--- src/rtl/pipe_stage_buf.sv ---
// pipe_stage_buf: valid/allowin inter-stage pipeline buffer with flush and optional perf counters
//   Optional feature macro: PIPE_STAGE_BUF_PERF_EN (builds perf_stall / perf_full counters)
//   clk, rst_n       clock (rising edge), synchronous active-low reset
//   up_valid/up_allowin/up_data     upstream handshake and payload
//   head_ready_go    head entry finished its multi-cycle work
//   dn_valid/dn_allowin/dn_data     downstream handshake and head payload
//   flush            synchronous kill of all held entries
//   count            occupied entries, 0..DEPTH
//   perf_clr, perf_stall, perf_full performance counter clear and values
module pipe_stage_buf #(
    parameter int DW = 64,
    parameter int DEPTH = 1,
    parameter int ALLOWIN_CHAIN = 1
) (
    input  logic          clk,
    input  logic          rst_n,
    input  logic          up_valid,
    output logic          up_allowin,
    input  logic [DW-1:0] up_data,
    input  logic          head_ready_go,
    output logic          dn_valid,
    input  logic          dn_allowin,
    output logic [DW-1:0] dn_data,
    input  logic          flush,
    output logic [2:0]    count,
    input  logic          perf_clr,
    output logic [31:0]   perf_stall,
    output logic [31:0]   perf_full
);
    logic [DW-1:0] mem [DEPTH];
    logic [1:0] wr_ptr, rd_ptr, wr_nxt, rd_nxt;
    logic up_fire, dn_fire;

    assign dn_valid = (count != 3'd0) && head_ready_go;
    assign dn_fire = dn_valid && dn_allowin;
    // chained allowin lets a full buffer take a new entry into the slot being read out
    assign up_allowin = (count < 3'(DEPTH)) || (ALLOWIN_CHAIN != 0 && dn_fire);
    assign up_fire = up_valid && up_allowin;
    // explicit wrap so non-power-of-2 depths cycle through exactly DEPTH slots
    assign wr_nxt = (wr_ptr == 2'(DEPTH - 1)) ? 2'd0 : wr_ptr + 2'd1;
    assign rd_nxt = (rd_ptr == 2'(DEPTH - 1)) ? 2'd0 : rd_ptr + 2'd1;

    always_comb begin
        dn_data = mem[0];
        for (int i = 1; i < DEPTH; i++)
            if (rd_ptr == 2'(i)) dn_data = mem[i];
    end

    always_ff @(posedge clk) begin
        if (!rst_n) begin
            count <= '0;
            wr_ptr <= '0;
            rd_ptr <= '0;
            for (int i = 0; i < DEPTH; i++) mem[i] <= '0;
        end else if (flush) begin
            count <= '0;
            wr_ptr <= '0;
            rd_ptr <= '0;
        end else begin
            if (up_fire) begin
                for (int i = 0; i < DEPTH; i++)
                    if (wr_ptr == 2'(i)) mem[i] <= up_data;
                wr_ptr <= wr_nxt;
            end
            if (dn_fire) rd_ptr <= rd_nxt;
            count <= count + 3'(up_fire) - 3'(dn_fire);
        end
    end

`ifdef PIPE_STAGE_BUF_PERF_EN
    always_ff @(posedge clk) begin
        if (!rst_n || perf_clr) begin
            perf_stall <= '0;
            perf_full <= '0;
        end else begin
            if (count != 3'd0 && !dn_fire && perf_stall != '1) perf_stall <= perf_stall + 32'd1;
            if (count == 3'(DEPTH) && perf_full != '1) perf_full <= perf_full + 32'd1;
        end
    end
`else
    logic unused_perf_clr;
    assign unused_perf_clr = perf_clr;
    assign perf_stall = '0;
    assign perf_full = '0;
`endif
endmodule

--- config.mk ---
export PLATFORM = sky130hd
export DESIGN_NAME = pipe_stage_buf
export DESIGN_NICKNAME = d
export VERILOG_FILES = /design/src/rtl/pipe_stage_buf.sv
export SDC_FILE = /design/constraint.sdc
export NUM_CORES = 1
export LEC_CHECK = 0
export ABC_AREA = 0
export BUFFER_PORTS_ARGS = -buffer_cell sky130_fd_sc_hd__buf_2
export CAP_MARGIN = 30
export CORE_MARGIN = 5
export CORE_UTILIZATION = 29
export DETAILED_ROUTE_END_ITERATION = 16
export GPL_TIMING_DRIVEN = 0
export PLACE_DENSITY = 0.63
export SYNTH_ARGS = -nofsm -noshare
export SYNTH_HDL_FRONTEND = slang
export SYNTH_SLANG_ARGS = --single-unit
export TNS_END_PERCENT = 10
--- constraint.sdc ---
create_clock -name clk -period 3.85 [get_ports clk]
set_input_delay 0 -clock clk [delete_from_list [all_inputs] [get_ports clk]]
set_output_delay 0 -clock clk [all_outputs]
set_load 0.02 [all_outputs]
==> metrics.cfg <==
[grt]
antenna_violations_before_repair = 0
global_route.usage.met1_pct = 13.92
grt_use_total_pct = 12.11
groute.layer.met3.usage_pct = 5.622
grt.overflow.total = 0
grt_pass1_vias = 2729
most_used_routing_layer_in_global_routing = met2
globalRouteMet2Util_pct = 19.77
grt_start_max_net_pins = 65
first_pass_grt_wire_length_um = 13480

[worst_setup_path]
cp_cell_sequence = inv_1 -> ha_1 -> a21boi_0 -> nand2_1 -> o21ai_0 -> ha_1 -> fa_1 -> xor2_1 -> nor3_1 -> dlygate4sd3_1
critical_path.slowest_cell = sky130_fd_sc_hd__dlygate4sd3_1
cp_slowest_stage_delay_ps = 540
worstSetupStartpointType = flop
criticalPathCategory = reg -> reg
worst-endpoint-required_ps = 4060
critical_path.startpoint = count[1]
critPathArrivalTime_ps = 2870
critPathBufInv = 2
endpoint_kind = flop
critical-path-top-delay-family = buffers and inverters
cp_max_fo = 4
worst_r2r_startpoint = count[1]
worst_path_most_repeated_cell = sky130_fd_sc_hd__ha_1

[drt]
post_drt_via_cell_ratio = 3.765
route.antenna.remaining_nets = 0
routed_wl_um = 8351
drt_iter0_drc = 128
wire_per_inst_um = 12.60
vias = 2496
residual_drc_count = 0
drt_pre_antenna_iters = 4

[layout]
drive_gt1_share_pct = 52.50
fillers = 1017
area_growth_pct = 61.70
antenna_cells = 0
seqCellArea_um2 = 2022
finalNetCount = 592
combined_area_of_the_multi_input_logic_cells_um2 = 1008
final_core_util_pct = 47.67

[clock_network]
clock_sink_count = 69
clock_latency_ps = 320
cts-htree-levels = 3
cts_tree = built
cts.repair.resized = 0
clk_path_buf_depth = 2
root_buffer_cell = sky130_fd_sc_hd__clkbuf_16
tritoncts.num_buffers = 9
clkTransAtPathRegs_ps = 60

[synth]
yosysWarningCount = 0
post_synth_instance_area_um2 = 3352
synth.yosys.seq_area_share_pct = 60.32
synth_cells = 237
postSynthRegisterBits = 69
post_synth.cell_area_avg_um2 = 14.14
yosys.cell_types.count = 24

[hold_path]
hold_class = in -> reg
holdCritStartpoint = up_valid

[run]
max_cap_viols = 0

[sta]
final_max_slew_viol_count = 0
fmaxAchievable_mhz = 375.6
post-route-period-util_pct = 69.15
hold_viol = 0
finalWorstPathRequiredPeriod_ps = 2662
worst_slew_margin_rel_pct = 39.26
worst_pin_slew_ps = 911.1
fin_tns_setup_ps = 0
timing.final.setup_violations = 0
final.setup_skew_ps = 5.283
rsz_0062_raised_after_global_routing = false

[placed_design]
place_congestion = 0.7599
dp_hpwl_um = 5618
numPortBuffers = 138

[die]
core_box_area_um2 = 11370
row_count = 39
dieWidth_um = 117.5
die_area_um2 = 13810
initial_utilization_pct = 29.48
ios = 204
chipHeight_um = 117.5

[pwr]
pwr_density_cell_nw_per_um2 = 386.9
max-vdd-ir-drop_mv = 0.2771
total_leakage_power_nw = 2.683

[run_status]
run_status = finished, final reports clean

timing repair:
item / 4_1_cts / 5_1_grt
buffers inserted: 0 / 0
hold buffers: 66 / 0
endpoints found under the hold margin: 65 / 0
final timing paths:
kind	cells after the start	endpoint	slack (ps)
setup / recovery	10	count[2]	1190
hold / removal	3	wr_ptr[1]	120
setup reg to reg	10	count[2]	1190
hold reg to reg	2	wr_ptr[1]	490
per-stage QoR:
step                hold slack [ps]  area [um2]  instances  power (mW)  worst slack [ps]
floorplan                     76.79        3588        300       1.151              1096
global placement              217.8        4458        581       1.253             872.6
detailed placement            224.4        4467        581       1.258              1299
CTS                           115.2        5420        663       2.119              1202
global route                  136.4        5420        663       2.188             926.9
finish                        115.9        5420        663       2.097              1188
kinds of logic after synthesis:
logic type      count (synthesis)  synth area share, %
simple gates                   76                17.02
buf+inv                        75                16.91
flops                          69                60.32
compound gates                  7                2.314
fa+ha+maj                       6                2.464
mux                             2               0.5973
other cells                     1               0.1119
xor+xnor                        1               0.2613
metal layers:
metal | vias up | part of all wire, %
met5 | - | 0
met4 | 0 | 1.9
met3 | 10 | 10
met2 | 159 | 47
met1 | 1110 | 40
li1 | 1217 | -
state kept, by name (all words and copies together) (netlist names):
register / count
count: 3
mem: 64
wr_ptr: 2
cells in the final DEF, fill, tap and decap left out:
master and instances:
sky130_fd_sc_hd__xor2_1 1, sky130_fd_sc_hd__clkinv_4 1, sky130_fd_sc_hd__o311a_4 1, sky130_fd_sc_hd__a31o_4 1
sky130_fd_sc_hd__buf_6 6, sky130_fd_sc_hd__and2_1 21, sky130_fd_sc_hd__and2_4 41, sky130_fd_sc_hd__dlygate4sd3_1 66
sky130_fd_sc_hd__nand2_1 5, sky130_fd_sc_hd__o31a_2 1, sky130_fd_sc_hd__buf_2 138, sky130_fd_sc_hd__or2_2 1
sky130_fd_sc_hd__nor3_1 1, sky130_fd_sc_hd__buf_4 64, sky130_fd_sc_hd__and2_2 4, sky130_fd_sc_hd__clkbuf_1 1
sky130_fd_sc_hd__clkbuf_16 9, sky130_fd_sc_hd__or2b_1 1, sky130_fd_sc_hd__conb_1 64, sky130_fd_sc_hd__o21ai_0 2
sky130_fd_sc_hd__inv_1 5, sky130_fd_sc_hd__mux2i_1 2, sky130_fd_sc_hd__clkinvlp_4 2, sky130_fd_sc_hd__o2111a_4 1
sky130_fd_sc_hd__edfxtp_1 64, sky130_fd_sc_hd__dfxtp_1 5, sky130_fd_sc_hd__clkinv_2 2, sky130_fd_sc_hd__ha_1 5
sky130_fd_sc_hd__fa_1 1, sky130_fd_sc_hd__nor2b_1 2, sky130_fd_sc_hd__a21boi_0 1, sky130_fd_sc_hd__bufinv_16 1
cell usage after synthesis, drive strengths merged:
| cell | instances | area share [%] |
|---|---|---|
| ha | 5 | 1.9 |
| mux2i | 2 | 0.60 |
| a21boi | 1 | 0.22 |
| edfxtp | 64 | 57 |
| conb | 1 | 0.11 |
| o31a | 1 | 0.30 |
| a31o | 1 | 0.26 |
| xor2 | 1 | 0.26 |
| buf | 70 | 16 |
| nor2b | 2 | 0.37 |
| o2111a | 1 | 0.60 |
| nand2 | 5 | 0.56 |
| o21ai | 2 | 0.30 |
| and2 | 66 | 16 |
| nor3 | 1 | 0.15 |
| fa | 1 | 0.60 |
| or2b | 1 | 0.22 |
| o311a | 1 | 0.63 |
| or2 | 1 | 0.19 |
| dfxtp | 5 | 3.0 |
| inv | 5 | 0.56 |
power breakdown:
group | total, mW | switching (mW) | leakage [nW] | internal, mW
combinational | 0.403 | 0.222 | 1.83 | 0.181
sequential | 0.895 | 0.0153 | 0.718 | 0.880
clock | 0.799 | 0.299 | 0.138 | 0.500
final cells by class:
class / instances / area share [%]
flip-flops and latches: 69 / 37.30
repair buffers: 204 / 24.93
multi-input cells: 156 / 18.61
plain buffers: 70 / 10.11
clock buffers: 10 / 4.224
well taps: 143 / 3.301
clock inverters: 6 / 1.177
inverters: 5 / 0.3463
worst reg2reg max path, stage by stage (launching register included):
cell and delay (ps):
sky130_fd_sc_hd__dfxtp_1 400, sky130_fd_sc_hd__inv_1 120, sky130_fd_sc_hd__ha_1 210, sky130_fd_sc_hd__a21boi_0 450
sky130_fd_sc_hd__nand2_1 90, sky130_fd_sc_hd__o21ai_0 160, sky130_fd_sc_hd__ha_1 190, sky130_fd_sc_hd__fa_1 180
sky130_fd_sc_hd__xor2_1 150, sky130_fd_sc_hd__nor3_1 60, sky130_fd_sc_hd__dlygate4sd3_1 540
No activity file was read; power rests on OpenSTA's default activity.
